--- config.mk ---
export PLATFORM = sky130hd
export DESIGN_NAME = uart_rx_buffer
export DESIGN_NICKNAME = d
export VERILOG_FILES = /design/src/rtl/uart_rx_buffer.sv
export SDC_FILE = /design/constraint.sdc
export NUM_CORES = 1
export LEC_CHECK = 0
export CORE_MARGIN = 2
export CORE_UTILIZATION = 54
export CTS_BUF_LIST = sky130_fd_sc_hd__clkbuf_4
export CTS_CLUSTER_DIAMETER = 150
export CTS_CLUSTER_SIZE = 24
export DETAILED_ROUTE_END_ITERATION = 16
export HOLD_SLACK_MARGIN = 0.08
export PLACE_DENSITY = 0.75
export SKIP_LAST_GASP = 1
export SYNTH_ARGS = -nofsm -noshare
export SYNTH_HDL_FRONTEND = slang
export SYNTH_SLANG_ARGS = --single-unit
--- constraint.sdc ---
create_clock -name clk -period 3.1 [get_ports clk]
set_input_delay 0.62 -clock clk [delete_from_list [all_inputs] [get_ports clk]]
set_output_delay 0.62 -clock clk [all_outputs]
set_load 0.05 [all_outputs]
--- src/rtl/uart_rx_buffer.sv ---
// Receive-side FWFT byte FIFO behind uart_rx: edge-detected writes, parity flag per entry, sticky overflow.
// Optional build macro UART_RX_BUF_PERR_DROP_EN discards parity-errored bytes and reports them on perr_seen.
module uart_rx_buffer #(
  parameter int DEPTH  = 8,
  parameter int DATA_W = 8
) (
  input  logic                     clk,
  input  logic                     rst,
  input  logic                     rx_ready,
  input  logic [DATA_W-1:0]        rx_byte,
  input  logic                     rx_perr,
  output logic                     rec_ready,
  input  logic                     rd_en,
  output logic [DATA_W-1:0]        rd_data,
  output logic                     rd_perr,
  output logic                     empty,
  output logic                     full,
  output logic [$clog2(DEPTH):0]   count,
  output logic                     overflow,
  input  logic                     ovf_clr
`ifdef UART_RX_BUF_PERR_DROP_EN
  ,
  output logic                     perr_seen
`endif
);

  localparam int AW = $clog2(DEPTH);
  localparam int CW = AW + 1;
  localparam logic [CW-1:0] DEPTH_C = CW'(DEPTH);

`ifdef UART_RX_BUF_PERR_DROP_EN
  localparam int ENTRY_W = DATA_W;
`else
  localparam int ENTRY_W = DATA_W + 1;
`endif

  logic [ENTRY_W-1:0] mem [DEPTH];

  logic [AW-1:0] wr_ptr_reg;
  logic [AW-1:0] rd_ptr_reg;
  logic [CW-1:0] count_reg;
  logic [CW-1:0] count_next;
  logic          rx_ready_q;
  logic          overflow_reg;
  logic          rec_ready_reg;

  logic          wr_evt;
  logic          store_evt;
  logic          wr_acc;
  logic          rd_acc;
  logic          drop;
  logic [ENTRY_W-1:0] wr_entry;
  logic [ENTRY_W-1:0] head;

  // One write per rising edge of the byte-complete strobe, however long it is held.
  assign wr_evt = rx_ready & ~rx_ready_q;

`ifdef UART_RX_BUF_PERR_DROP_EN
  logic perr_seen_reg;
  assign store_evt = wr_evt & ~rx_perr;
  assign wr_entry  = rx_byte;
`else
  assign store_evt = wr_evt;
  assign wr_entry  = {rx_perr, rx_byte};
`endif

  assign empty  = (count_reg == '0);
  assign full   = (count_reg == DEPTH_C);

  // When full, a same-cycle pop frees the head slot, which is exactly where wr_ptr points.
  assign rd_acc = rd_en & ~empty;
  assign wr_acc = store_evt & (~full | rd_en);
  assign drop   = store_evt & full & ~rd_en;

  always_comb begin
    count_next = count_reg;
    if (wr_acc && !rd_acc) begin
      count_next = count_reg + 1'b1;
    end else if (rd_acc && !wr_acc) begin
      count_next = count_reg - 1'b1;
    end
  end

  always_ff @(posedge clk) begin
    if (wr_acc) begin
      mem[wr_ptr_reg] <= wr_entry;
    end
  end

  always_ff @(posedge clk) begin
    if (rst) begin
      wr_ptr_reg    <= '0;
      rd_ptr_reg    <= '0;
      count_reg     <= '0;
      rx_ready_q    <= 1'b0;
      overflow_reg  <= 1'b0;
      rec_ready_reg <= 1'b1;
    end else begin
      rx_ready_q    <= rx_ready;
      count_reg     <= count_next;
      rec_ready_reg <= (count_next < DEPTH_C);
      if (wr_acc) begin
        wr_ptr_reg <= wr_ptr_reg + 1'b1;
      end
      if (rd_acc) begin
        rd_ptr_reg <= rd_ptr_reg + 1'b1;
      end
      if (drop) begin
        overflow_reg <= 1'b1;
      end else if (ovf_clr) begin
        overflow_reg <= 1'b0;
      end
    end
  end

`ifdef UART_RX_BUF_PERR_DROP_EN
  always_ff @(posedge clk) begin
    if (rst) begin
      perr_seen_reg <= 1'b0;
    end else if (wr_evt && rx_perr) begin
      perr_seen_reg <= 1'b1;
    end else if (ovf_clr) begin
      perr_seen_reg <= 1'b0;
    end
  end
  assign perr_seen = perr_seen_reg;
`endif

  // Head is read straight from storage so a new byte is visible the cycle after its write.
  assign head      = mem[rd_ptr_reg];
  assign rd_data   = empty ? '0 : head[DATA_W-1:0];
`ifdef UART_RX_BUF_PERR_DROP_EN
  assign rd_perr   = 1'b0;
`else
  assign rd_perr   = empty ? 1'b0 : head[DATA_W];
`endif

  assign count     = count_reg;
  assign overflow  = overflow_reg;
  assign rec_ready = rec_ready_reg;

endmodule
==> metrics.md, run 1 <==
| Metric | Value |
|---|---|
| Status | `complete, no violations` |
| IO buf count | `30` |
| Fmax | `~360 MHz` |
| CP bufs+invs | `2` |
| Antenna violations before repair | `0` |
| Met1 WL | `around 2800 um` |
| First drt pass iteration count | `4` |
| Total power | `about 2500 uW` |
| Final Core Density | `0.651` |
| Crit start category | `flop` |
| Share of post-route cells with drive strength above 1 | `0.203` |
| Core area | `roughly 6400 um2` |
| CTS tree | `yes` |
| Critical path peak fanout | `18` |
| Crit-path slowest cell | `mux4_1` |
| Top Metal Used | `met4` |
| Clk_skew | `16.3 ps` |
| Most frequent CP cell | `buf_4` |
| Flip-flop and latch count after synthesis | `about 90` |
| ANT nets after route | `0` |
| Fillers | `between 400 and 500` |
| Via count | `approximately 1900` |
| Seq/Total Area, Yosys | `0.682` |
| Die Wd | `86.1 um` |
| DR WL met2 | `approximately 3000 um` |
| Setup CP Type | `flop to output port` |
| Worst Hold Class | `flop to flop` |
| Total Wirelength | `between 6000 and 7000 um` |
| Endpoint class of the critical path | `output port` |
| Largest net degree at the start of global routing | `19` |
| Total GRT Usage | `0.189` |
| Die Area | `7410 um2` |
| Root Driver | `clkbuf_4` |
| WL per Instance | `18.5 um` |
| Worst-Skew Late Latency | `around 420 ps` |
| Post-synth EDFFs | `72` |
| RSZ-0062 raised after global routing | `false` |
| Design area | `4180 um2` |
| CTS Hold Bufs | `0` |
| CTS Buffer Depth | `2` |
| H-tree depth | `3` |
| Total congestion overflow | `0` |
| CP Depth | `5` |
| Met3 wire len | `between 200 and 300 um` |
| Post-synthesis cell count | `between 200 and 250` |
| Slew Limit Headroom | `0.561` |
| Clock sinks | `between 80 and 90` |
| Max FFs per register | `between 70 and 80` |
| Layout Area Growth over Synthesis | `15.0%` |
| Setup TNS | `0 ps` |
| P per Cell Area | `608 nW/um2` |
| Die H | `approximately 86 um` |
| Initial Util | `0.567` |
| RD Place Congestion | `around 0.81` |
| Via density | `between 5 and 6` |
| Mapped Area | `~3600 um2` |
| Cts bufs inserted | `9` |
| Vias in the first global route | `2000` |
| Row cnt | `29` |
| Crit path DAT | `2140 ps` |
| DRC viols | `0` |
| IO Count | `31` |
| Leak Pwr | `between 0.001 and 0.0015 uW` |
| Worst-path clk slew | `120 ps` |
| VDD IR max | `roughly 0.00033 V` |
| R2R cell count | `9` |
| Layout Nets | `between 200 and 300` |
| Most common flop cell mapped by yosys | `edfxtp_1` |
| Syn_area_per_cell | `17.2 um2` |
| Number of max-cap violations | `0` |
| Max-slew violation count | `0` |
| Endpoints failing setup | `0` |
| Final Cycle Share | `0.892` |
| First-pass GRT wire length | `10100 um` |
| Antenna cell count | `0` |
| Worst hold stages | `2` |
| Dpl cell area | `between 4000 and 5000 um2` |
| Critical-path cell list | `buf_4 -> mux4_1 -> mux2i_1 -> nor2_1 -> buf_4` |
| DP Wirelength | `just under 4000 um` |
| Tightest Pin Transition | `between 600 and 700 ps` |
| Synth cell types | `40` |
| Final Hold Viols | `0` |
| Kind of cell adding the most delay to the critical path | `multiplexers` |
| CP Data Required Time | `between 2000 and 2500 ps` |
| Ys async rst share | `0` |
| Net count after synthesis | `234` |
| Crit path time final | `roughly 2800 ps` |
| Initial DRC count | `77` |
| Ys Warns | `0` |
| Largest Register | `mem` |
| Worst path max stage delay | `610 ps` |
[timing repair]
item	in CTS	in global routing
buffers inserted	0	0
resized for setup	0	1
endpoints found under the setup margin	0	1
[worst paths after layout]
kind / startpoint / end / slack [ps]
min reg2reg: rd_ptr_reg[1] / rd_ptr_reg[1] / 560
max: flop / rd_data[4] / 340
max reg2reg: count[0] / rec_ready / 430
min: rd_ptr_reg[1] / rd_ptr_reg[1] / 560
[cell type report]
| cell class | count | area, um2 | share of cell area |
|---|---|---|---|
| Sequential cell | 88 | 2480 | 0.593 |
| Multi-Input combinational cell | 109 | 1080 | 0.257 |
| Timing Repair Buffer | 42 | 365 | 0.0873 |
| Tap cell | 77 | 96.3 | 0.0230 |
| Clock buffer | 10 | 75.1 | 0.0179 |
| Clock inverter | 5 | 58.8 | 0.0141 |
| Inverter | 7 | 28.8 | 0.00688 |
[Yosys cell counts (2+ instances only)]
cell type / count / area (um2)
nor2_1: 22 / 82.6
clkbuf_1: 2 / 7.51
nand3b_1: 2 / 15.0
buf_2: 2 / 10.0
inv_1: 6 / 22.5
ha_1: 8 / 100
mux4_1: 8 / 210
edfxtp_1: 72 / 2160
o21ai_0: 4 / 20.0
a211oi_1: 3 / 22.5
mux4_2: 10 / 225
a21oi_1: 4 / 20.0
mux2i_1: 10 / 100
nand2b_1: 5 / 31.3
nor3_1: 6 / 30.0
xor2_1: 2 / 17.5
nand2_1: 4 / 15.0
buf_6: 2 / 22.5
dfxtp_1: 16 / 320
nor2b_1: 2 / 12.5
xnor2_1: 2 / 17.5
and3b_1: 2 / 17.5
[cell usage in the layout (no fill, tap or decap), drive strengths merged, types with 2 or more instances in the layout]
cell / instances
nand2: 5
edfxtp: 72
inv: 7
clkinv: 3
nand2b: 6
nor2b: 2
xnor2: 2
clkdlybuf4s50: 20
buf: 22
nand3b: 2
a211oi: 3
xor2: 2
dfxtp: 16
ha: 8
nor2: 22
and3b: 2
a21oi: 4
mux2i: 10
clkbuf: 10
o21ai: 4
mux4: 18
nor3: 6
[power breakdown]
part | internal (uW) | total (uW) | switching (uW)
clock network | 251 | 613 | 362
logic | 233 | 590 | 358
registers | 1320 | 1340 | 24.8
total | 1800 | 2540 | 744
[cell families (layout without fill, tap and decap cells)]
group / after synthesis / after routing / share of synthesized area
AOI/OAI and AO/OA: 18 / 18 / 0.0327
xor gates and xnor gates: 4 / 4 / 0.00963
adders and majority gates: 8 / 8 / 0.0275
buffers and inverters: 15 / 64 / 0.0265
DFF: 88 / 88 / 0.682
muxes: 28 / 28 / 0.147
and+or+nand+nor: 51 / 51 / 0.0743
[per-layer routing]
metal,global-route usage,vias to the layer above
li1,-,913
met1,0.258,943
met2,0.295,37
met3,0.0395,13
met4,0.0866,0
met5,0,-
[tightest hold or removal path, cell delays in order (launching register included)]
cell     delay (ps)
dfxtp_1         340
mux2i_1         120
nor2_1           60
[stage by stage]
step / hold WS, ps / cells / worst slack (ps)
6_report: 556 / 338 / 336
3_5_place_dp: 534 / 323 / 254
3_3_place_gp: 505 / 323 / 320
2_1_floorplan: 485 / 212 / 50.1
5_1_grt: 593 / 338 / 167
4_1_cts: 563 / 338 / 124
(Power assumes the default switching activity.)
==> inputs of run 2 (changes only) <==
--- a/config.mk
+++ b/config.mk
@@ -13,6 +13,7 @@
 export DETAILED_ROUTE_END_ITERATION = 16
 export HOLD_SLACK_MARGIN = 0.08
 export PLACE_DENSITY = 0.75
+export SETUP_SLACK_MARGIN = 0.02
 export SKIP_LAST_GASP = 1
 export SYNTH_ARGS = -nofsm -noshare
 export SYNTH_HDL_FRONTEND = slang
==> results of run 2 <==
Final layout, timing and power as in run 1 (identical DEF).
==> inputs of run 3 (changes only) <==
--- a/config.mk
+++ b/config.mk
@@ -14,7 +14,6 @@
 export HOLD_SLACK_MARGIN = 0.08
 export PLACE_DENSITY = 0.75
 export SETUP_SLACK_MARGIN = 0.02
-export SKIP_LAST_GASP = 1
 export SYNTH_ARGS = -nofsm -noshare
 export SYNTH_HDL_FRONTEND = slang
 export SYNTH_SLANG_ARGS = --single-unit
==> constraint.sdc (replaced) <==
create_clock -name clk -period 3.2 [get_ports clk]
set_input_delay 0.64 -clock clk [delete_from_list [all_inputs] [get_ports clk]]
set_output_delay 0.64 -clock clk [all_outputs]
set_load 0.05 [all_outputs]
==> metrics.md, run 3 (synthesis gave the netlist of run 1 again) <==
| Metric | Value |
|---|---|
| Status | `complete, no violations` |
| Antenna violations before repair | `0 (unchanged)` |
| CP bufs+invs | `2 (unchanged)` |
| First-pass GRT wire length | `10100 um (unchanged)` |
| Most common cell after layout, fill and taps aside | `edfxtp_1` |
| Met1 WL | `2880 um (+1.2%)` |
| RSZ-0062 raised after global routing | `false` |
| Via count | `1914 (+0.42%)` |
| CP Data Required Time | `2560 ps (+80 ps)` |
| Root Driver | `clkbuf_4` |
| IO buf count | `30 (unchanged)` |
| VDD IR max | `0.000320 V (-3.3%)` |
| IO Count | `31 (unchanged)` |
| Max-slew violation count | `0 (unchanged)` |
| Slew Limit Headroom | `0.380 (-0.181)` |
| DP Wirelength | `3960 um (unchanged)` |
| Setup CP Type | `flop to output port` |
| Share of post-route cells with drive strength above 1 | `0.203 (unchanged)` |
| Initial DRC count | `74 (-3.9%)` |
| Initial Util | `0.567 (unchanged)` |
| Clock sinks | `88 (unchanged)` |
| Met3 wire len | `303 um (+14%)` |
| Die H | `86.1 um (unchanged)` |
| Fillers | `451 (-0.22%)` |
| Max FFs per register | `72 (unchanged)` |
| Net Sw Frac | `0.293 (about the same)` |
| Setup TNS | `0 ps (unchanged)` |
| Largest Register | `mem` |
| Clk_skew | `16.8 ps (+0.480 ps)` |
| Die Wd | `86.1 um (unchanged)` |
| Tightest Pin Transition | `926 ps (+268 ps)` |
| Largest net degree at the start of global routing | `19 (unchanged)` |
| Crit-path slowest cell | `nor3b_2` |
| Final Cycle Share | `0.912` |
| Crit start category | `flop` |
| Critical-path cell list | `inv_1 -> ha_1 -> nor3b_2 -> nor2_1 -> buf_4` |
| Combinational power share | `0.231 (about the same)` |
| Kind of cell adding the most delay to the critical path | `simple AND/OR/NAND/NOR gates` |
| Worst-Skew Late Latency | `420 ps (about the same)` |
| Worst path max stage delay | `760 ps (+150 ps)` |
| Row cnt | `29 (unchanged)` |
| Critical path peak fanout | `12 (-6)` |
| Worst Hold Class | `flop to flop` |
| CTS tree | `yes` |
| Fmax | `342 MHz` |
| Via density | `5.66 (+0.42%)` |
| Crit path time final | `approximately 3000 ps` |
| Total Wirelength | `6250 um (about the same)` |
| Layout Nets | `279 (unchanged)` |
| Top Metal Used | `met4` |
| Most frequent cells in the layout | `72 x edfxtp_1, 22 x nor2_1, 22 x buf_4` |
| DRC viols | `0 (unchanged)` |
| First drt pass iteration count | `4 (unchanged)` |
| Endpoint class of the critical path | `output port` |
| Total congestion overflow | `0 (unchanged)` |
| Leak Pwr | `0.00143 uW (-0.18%)` |
| ANT nets after route | `0 (unchanged)` |
| Endpoints failing setup | `0 (unchanged)` |
| WL per Instance | `18.5 um (about the same)` |
| Antenna cell count | `0 (unchanged)` |
| Post-cts sizing count | `0 (unchanged)` |
| Number of max-cap violations | `0 (unchanged)` |
| Die Area | `7410 um2 (unchanged)` |
| Switch Pwr | `719 uW (-3.3%)` |
| Core area | `6420 um2 (unchanged)` |
| Internal | `1740 uW (-3.4%)` |
| P per Cell Area | `588 nW/um2 (-3.2%)` |
| Flop pwr share | `0.528 (about the same)` |
| Worst-path clk slew | `120 ps (about the same)` |
| RD Place Congestion | `0.809 (unchanged)` |
| Total GRT Usage | `0.189 (unchanged)` |
| WHS | `556 ps (-0.0470 ps)` |
| Layout Area Growth over Synthesis | `14.8%` |
| H-tree depth | `3 (unchanged)` |
| Cts bufs inserted | `9 (unchanged)` |
| Final Hold Viols | `0 (unchanged)` |
| CTS Buffer Depth | `2 (unchanged)` |
| Clk pwr share | `0.241 (about the same)` |
| Crit path DAT | `2280 ps (+140 ps)` |
| Vias in the first global route | `2000 (unchanged)` |
| DR WL met2 | `2950 um (-2.2%)` |
| CTS Hold Bufs | `0 (unchanged)` |
| # Post-CTS Setup Buffers | `0 (unchanged)` |
[run 3: area by class of cell]
type	instances	area, um2	share of cell area
multi-input combinational	109	1070	0.256
sequential	88	2480	0.594
inverter	7	28.8	0.00689
clock buffer	10	75.1	0.0180
timing repair buffer	42	365	0.0875
clock inverter	5	58.8	0.0141
tap	77	96.3	0.0231
[run 3: power by group through the flow]
stage | Combinational [uW] | Clock (uW) | Sequential (uW)
6_report | 567 | 593 | 1300
4_1_cts | 575 | 605 | 1300
3_3_place_gp | 564 | 0 | 1320
2_1_floorplan | 400 | 0 | 1350
5_1_grt | 606 | 656 | 1300
3_5_place_dp | 572 | 0 | 1320
[run 3: through the flow]
| step | util | setup WS [ps] | power (uW) | std cells | area, um2 |
|---|---|---|---|---|---|
| 6_report | 0.650 | 280 | 2460 | 338 | 4180 |
| 5_1_grt | 0.650 | 47.8 | 2560 | 338 | 4180 |
| 2_1_floorplan | - | 130 | 1750 | 212 | 3640 |
| 3_5_place_dp | 0.630 | 354 | 1900 | 323 | 4040 |
| 3_3_place_gp | 0.630 | 400 | 1890 | 323 | 4040 |
| 4_1_cts | 0.650 | 204 | 2480 | 338 | 4180 |
[run 3: worst paths after layout]
path,depth (start not counted),end,slack (ps),from
setup / recovery,5,rd_perr,280,count[0]
hold / removal,2,rd_ptr_reg[1],560,rd_ptr_reg[1]
setup reg to reg,9,rec_ready,320,count[0]
hold reg to reg,2,rd_ptr_reg[1],560,rd_ptr_reg[1]
[run 3: routing by layer]
metal | up-vias | GRT usage
met2 | 51 | 0.295
met4 | 0 | 0.0866
li1 | 910 | -
met5 | - | 0
met3 | 14 | 0.0395
met1 | 939 | 0.258
[run 3: worst register-to-register path, delay by kind of cell (launching register included)]
kind,cells,cell delay (ps)
buf+inv,2,260
flops,1,390
simple gates,2,1070
compound gates,3,550
fa+ha+maj,2,510
